<file path="src/rtl/vga_timing_ctrl.sv">
// 640x480@60 VGA timing sequencer: waits for PLL lock, blanks SETTLE_FRAMES frames, then runs video.
// Define VGA_TIMING_CTRL_PATTERN_EN to replace pix_data with an internal 8-bar colour pattern.
module vga_timing_ctrl #(
    parameter int H_SYNC        = 96,
    parameter int H_BACK        = 48,
    parameter int H_VALID       = 640,
    parameter int H_FRONT       = 16,
    parameter int V_SYNC        = 2,
    parameter int V_BACK        = 33,
    parameter int V_VALID       = 480,
    parameter int V_FRONT       = 10,
    parameter int SETTLE_FRAMES = 2
) (
    input  logic        vga_clk,
    input  logic        sys_rst,
    input  logic        pll_locked,
    input  logic [15:0] pix_data,
    output logic [9:0]  pix_x,
    output logic [9:0]  pix_y,
    output logic        pix_data_req,
    output logic        hsync,
    output logic        vsync,
    output logic [15:0] rgb,
    output logic        rgb_valid,
    output logic        frame_start,
    output logic [1:0]  ctrl_state
);
    localparam logic [9:0] H_LAST      = 10'(H_SYNC + H_BACK + H_VALID + H_FRONT - 1);
    localparam logic [9:0] V_LAST      = 10'(V_SYNC + V_BACK + V_VALID + V_FRONT - 1);
    localparam logic [9:0] HS_END      = 10'(H_SYNC);
    localparam logic [9:0] VS_END      = 10'(V_SYNC);
    localparam logic [9:0] HA          = 10'(H_SYNC + H_BACK);
    localparam logic [9:0] HA_END      = 10'(H_SYNC + H_BACK + H_VALID);
    localparam logic [9:0] VA          = 10'(V_SYNC + V_BACK);
    localparam logic [9:0] VA_END      = 10'(V_SYNC + V_BACK + V_VALID);
    localparam logic [3:0] SETTLE_LAST = 4'(SETTLE_FRAMES - 1);

    typedef enum logic [1:0] {
        WAIT_LOCK = 2'd0,
        SETTLE    = 2'd1,
        RUN       = 2'd2
    } state_t;

    state_t      state, state_nxt;
    logic        lock_m, lock_s;
    logic [9:0]  h_cnt, v_cnt;
    logic [3:0]  frame_cnt;
    logic        frame_wrap;
    logic        active, run, v_win, h_act, h_req;
    logic [15:0] pix_src;

    always_ff @(posedge vga_clk) begin
        if (sys_rst) begin
            lock_m <= 1'b0;
            lock_s <= 1'b0;
        end else begin
            lock_m <= pll_locked;
            lock_s <= lock_m;
        end
    end

    assign frame_wrap = (h_cnt == H_LAST) && (v_cnt == V_LAST);

    // Lock loss is checked first so it beats the settle-complete wrap.
    always_comb begin
        state_nxt = state;
        case (state)
            WAIT_LOCK: if (lock_s) state_nxt = SETTLE;
            SETTLE: begin
                if (!lock_s)
                    state_nxt = WAIT_LOCK;
                else if (frame_wrap && frame_cnt == SETTLE_LAST)
                    state_nxt = RUN;
            end
            RUN:     if (!lock_s) state_nxt = WAIT_LOCK;
            default: state_nxt = WAIT_LOCK;
        endcase
    end

    always_ff @(posedge vga_clk) begin
        if (sys_rst) state <= WAIT_LOCK;
        else         state <= state_nxt;
    end

    // Counters stay at 0 through WAIT_LOCK so SETTLE starts on a frame boundary.
    always_ff @(posedge vga_clk) begin
        if (sys_rst || state == WAIT_LOCK || state_nxt == WAIT_LOCK) begin
            h_cnt <= 10'd0;
            v_cnt <= 10'd0;
        end else if (h_cnt == H_LAST) begin
            h_cnt <= 10'd0;
            v_cnt <= (v_cnt == V_LAST) ? 10'd0 : v_cnt + 10'd1;
        end else begin
            h_cnt <= h_cnt + 10'd1;
        end
    end

    always_ff @(posedge vga_clk) begin
        if (sys_rst || state != SETTLE || !lock_s)
            frame_cnt <= 4'd0;
        else if (frame_wrap)
            frame_cnt <= frame_cnt + 4'd1;
    end

    assign active = (state != WAIT_LOCK);
    assign run    = (state == RUN);
    assign v_win  = (v_cnt >= VA) && (v_cnt < VA_END);
    assign h_act  = (h_cnt >= HA) && (h_cnt < HA_END);
    assign h_req  = (h_cnt >= HA - 10'd1) && (h_cnt < HA_END - 10'd1);

    assign hsync        = !(active && h_cnt < HS_END);
    assign vsync        = !(active && v_cnt < VS_END);
    assign rgb_valid    = run && h_act && v_win;
    assign pix_data_req = run && h_req && v_win;
    assign frame_start  = run && (h_cnt == 10'd0) && (v_cnt == 10'd0);
    assign pix_x        = pix_data_req ? (h_cnt - HA + 10'd1) : 10'h3FF;
    assign pix_y        = pix_data_req ? (v_cnt - VA) : 10'h3FF;
    assign ctrl_state   = state;

`ifdef VGA_TIMING_CTRL_PATTERN_EN
    logic [9:0] x_prev;
    logic [2:0] bar;

    // x_prev lines up with the cycle the requested pixel is displayed.
    always_ff @(posedge vga_clk) begin
        if (sys_rst) x_prev <= 10'h3FF;
        else         x_prev <= pix_x;
    end

    assign bar = 3'(x_prev / 10'd80);

    always_comb begin
        pix_src = 16'h0000;
        case (bar)
            3'd0: pix_src = 16'hFFFF;
            3'd1: pix_src = 16'hFFE0;
            3'd2: pix_src = 16'h07FF;
            3'd3: pix_src = 16'h07E0;
            3'd4: pix_src = 16'hF81F;
            3'd5: pix_src = 16'hF800;
            3'd6: pix_src = 16'h001F;
            default: pix_src = 16'h0000;
        endcase
    end
`else
    assign pix_src = pix_data;
`endif

    assign rgb = rgb_valid ? pix_src : 16'h0000;

endmodule

</file>
<file path="config.mk">
export PLATFORM = sky130hd
export DESIGN_NAME = vga_timing_ctrl
export DESIGN_NICKNAME = d
export VERILOG_FILES = /design/src/rtl/vga_timing_ctrl.sv
export SDC_FILE = /design/constraint.sdc
export NUM_CORES = 1
export LEC_CHECK = 0
export ABC_AREA = 1
export CELL_PAD_IN_SITES_DETAIL_PLACEMENT = 1
export CELL_PAD_IN_SITES_GLOBAL_PLACEMENT = 2
export CORE_MARGIN = 10
export CORE_UTILIZATION = 26
export CTS_CLUSTER_SIZE = 14
export DETAILED_ROUTE_END_ITERATION = 8
export PLACE_DENSITY = 0.82
export SLEW_MARGIN = 20
export SYNTH_ARGS = -nofsm -noshare
export SYNTH_HDL_FRONTEND = slang
export SYNTH_SLANG_ARGS = --single-unit
</file>
<file path="constraint.sdc">
create_clock -name vga_clk -period 3.1 [get_ports vga_clk]
set_input_delay 0.62 -clock vga_clk [delete_from_list [all_inputs] [get_ports vga_clk]]
set_output_delay 0.62 -clock vga_clk [all_outputs]
set_load 0.03 [all_outputs]
</file>
==> results.toml <==
[synthesis]
async_flop_share_pct = 0
synth.avg_cell_area_um2 = 6.050
main_combinational_cell_family_by_area_after_synthesis = "simple AND/OR/NAND/NOR gates"
synth_area_um2 = 2100
post_synth_edffs = 0
synthTopCellsByArea = "sky130_fd_sc_hd__dfxtp_1, sky130_fd_sc_hd__nand2_1, sky130_fd_sc_hd__inv_1, sky130_fd_sc_hd__nor2_1, sky130_fd_sc_hd__nand3_1"
most_numerous_cell_in_the_yosys_netlist = "sky130_fd_sc_hd__nand2_1"
synth_ff_type = "sky130_fd_sc_hd__dfxtp_1"
yosys.area_share.xor_xnor_pct = 5.423
syn-instance-count = 347
ys_types = 28
muxShareOfSynthArea_pct = 0
synth_seq_area_share_pct = 26.70
synth.cells.most_frequent = "sky130_fd_sc_hd__nand2_1, sky130_fd_sc_hd__inv_1, sky130_fd_sc_hd__nor2_1"
synthAdderAreaFrac_pct = 3.576
yosysWarnings = 0
yosysTopAreaCell = "sky130_fd_sc_hd__dfxtp_1"
synth_top_cell_area_share_pct = 26.70
synth_simple_gate_area_share_pct = 43.74
synth_compound_area_share_pct = 5.721
ff_latch_count_synth = 28
synth_nets = 372

[global_routing]
globalRouteOverflowTotal = 0
first_global_vias = 2324
grt_util_all_layers_pct = 11.07
grt_first_pass_wirelength_um = 11040
pin_count_of_the_biggest_net_entering_global_routing = 17
number_of_antenna_violations_at_the_first_check_in_global_routing = 0

[floorplan]
io-pin-count = 62
initial_utilization_pct = 26.89
die_width_um = 109.9
design.die.area_um2 = 12070
fp-row-count = 32
coreArea_um2 = 7807
die_y_um = 109.9

[pwr]
p_leak_nw = 1.450
power_density_nw_per_um2 = 210.6
p_int_mw = 0.4725
p_seq_share_pct = 60.3
ir_drop_v = 0.0001350
p_switching_mw = 0.1271
comb_power_share_pct = 6.0
power.switching_fraction_pct = 21.20
pwr-share-clk_pct = 33.6
post-layout-total-power_mw = 0.5996

[sta]
timing.slew.headroom_pct = 73.89
finalSetupViolations = 0
hold-worst-slack_ps = 411.9
maxSlewViolCount = 0
hold_viol = 0
unrepaired_setup_endpoints_after_global_routing = "no"
finalWorstPathRequiredPeriod_ps = 2848
final.period_utilization_pct = 91.87
fmax_mhz = 351.1
totalNegativeSetupSlack_ps = 0
max_slew.worst_pin.slew_ps = 390.7
timing.clock.skew_ps = 4.364

[clocking]
cts-hold-fix-buffers = 0
clock-sinks = 28
cts-root-to-sink-buffers = 2
cts_tree = "yes"
clk_pin_slew_worst_paths_ps = 90
post-cts-setup-buffers = 0
cts.root.buffer_cell = "sky130_fd_sc_hd__clkbuf_8"
htreeDepth = 1
cts_buffer_count = 3
clock_insertion_delay_worst_skew_ps = 280

[finish]
design_area_um2 = 2848
final_net_count = 437
final_util_pct = 36.47
num-fill-cells = 1023
num_antenna_cells = 0
layout-drive-gt1-share_pct = 8.780
syn_to_layout_area_delta_pct = 35.64

[drt]
route.detailed.wl_per_inst_um = 13.21
route.detailed.vias_per_inst = 4.451
drtAntennaViolNets = 0
first_iter_violations = 85
drc = 0
wl_um = 6762
route.vias.total = 2279
drt_pre_antenna_iters = 6

[run]
max_cap_violations = 0

[worst_setup_path]
cp.required_ps = 2480
endpoint = "pix_y[0]"
cp_max_fo = 7
setup.worst_path.start = "h_cnt[1]"
r2r-start = "h_cnt[1]"
path_class = "flop to output pin"
r2r.worst_path.cells = 7
capturing_element_type_of_the_critical_path = "output pin"
critical_path.startpoint_type = "flop"
r2r_setup_slack_ps = 1350
critPathArrivalTime_ps = 2230
rr_endpoint = "h_cnt[7]"

[placed_design]
numPortBuffers = 61
globalplace.congestion = 0.7748
half_perimeter_wire_length_after_placement_um = 5783
place_area_um2 = 2820

[worst_hold_path]
worst_hold_path_type = "flop to flop"

[outcome]
status = "completed"
[sequential cells by signal (all words and copies together), names as in the netlist]
register	flops
h_cnt	10
v_cnt	10
ctrl_state	2
lock_s	1
frame_cnt	4
lock_m	1
[power by group through the flow]
stage / Clock [mW] / Combinational [mW] / Sequential (mW)
floorplan: 0 / 0.00970 / 0.371
global placement: 0 / 0.0365 / 0.370
detailed placement: 0 / 0.0367 / 0.370
CTS: 0.213 / 0.0370 / 0.362
global route: 0.230 / 0.0401 / 0.362
finish: 0.201 / 0.0363 / 0.362
[per-layer routing]
| layer | track usage (%) | routed length, um | up-vias |
|---|---|---|---|
| met5 | 0 | 0 | - |
| met4 | 2.881 | 104 | 0 |
| met3 | 2.282 | 456 | 8 |
| met2 | 18.97 | 2885 | 59 |
| met1 | 13.73 | 3316 | 1029 |
| li1 | - | - | 1183 |
[critical path, cell delays in order, from the launching register on]
cell and delay [ps]:
sky130_fd_sc_hd__dfxtp_1 400, sky130_fd_sc_hd__ha_1 220, sky130_fd_sc_hd__nand3_1 170, sky130_fd_sc_hd__nand2_1 140
sky130_fd_sc_hd__o21ai_1 90, sky130_fd_sc_hd__nand2_1 80, sky130_fd_sc_hd__nand3_1 90, sky130_fd_sc_hd__nor2_2 140
sky130_fd_sc_hd__buf_4 190, sky130_fd_sc_hd__nand2_1 70, sky130_fd_sc_hd__dlygate4sd2_1 360
[cell type report]
cell class	instances	area (um2)	share of cell area [%]
multi-input combinational	246	1227	43.10
tap	102	127.6	4.482
sequential	28	561.8	19.73
timing repair buffer	68	645.6	22.67
clock buffer	3	41.29	1.450
inverter	65	244.0	8.568
[logic make-up after synthesis]
logic type	count (synthesis)
AOI/OAI and AO/OA	22
xor gates and xnor gates	13
adders and majority gates	6
buffers and inverters	73
DFF	28
and+or+nand+nor	205
[cells in the final DEF (no fill, tap or decap), types with 2 or more instances in the layout]
master | synthesis | routed
sky130_fd_sc_hd__nand2_1 | 94 | 94
sky130_fd_sc_hd__inv_1 | 63 | 63
sky130_fd_sc_hd__nor2_1 | 44 | 44
sky130_fd_sc_hd__nand3_1 | 28 | 28
sky130_fd_sc_hd__dlygate4sd2_1 | 0 | 28
sky130_fd_sc_hd__dfxtp_1 | 28 | 27
sky130_fd_sc_hd__clkdlybuf4s50_1 | 0 | 24
sky130_fd_sc_hd__nor2_2 | 13 | 13
sky130_fd_sc_hd__a21oi_1 | 12 | 12
sky130_fd_sc_hd__nand4_1 | 12 | 12
sky130_fd_sc_hd__xor2_1 | 11 | 11
sky130_fd_sc_hd__dlymetal6s2s_1 | 0 | 8
sky130_fd_sc_hd__buf_4 | 1 | 8
sky130_fd_sc_hd__ha_1 | 6 | 6
sky130_fd_sc_hd__o21ai_0 | 5 | 5
sky130_fd_sc_hd__nor3_1 | 4 | 4
sky130_fd_sc_hd__nor2_4 | 3 | 3
sky130_fd_sc_hd__nand2_2 | 3 | 3
sky130_fd_sc_hd__clkbuf_8 | 0 | 3
sky130_fd_sc_hd__inv_2 | 2 | 2
sky130_fd_sc_hd__xnor2_1 | 2 | 2
[through the flow]
stage,instances,setup slack [ps]
floorplan,347,735.3
global placement,509,220.9
detailed placement,509,238.6
CTS,512,0.3304
global route,512,60.60
finish,512,252.2
[timing repair]
action	in CTS	in global routing
gates resized for setup	28	9
endpoints found under the setup margin	28	9
pin swaps	0	0
[worst min path at each step]
stage | startpoint | end | cells past startpoint | slack (ps)
4_1_cts | lock_m | lock_s | 2 | 420
2_1_floorplan | lock_m | lock_s | 2 | 390
6_report | lock_m | lock_s | 2 | 410
5_1_grt | lock_m | lock_s | 2 | 430
3_3_place_gp | lock_m | lock_s | 2 | 400
3_5_place_dp | lock_m | lock_s | 2 | 410
(Power assumes the default switching activity.)
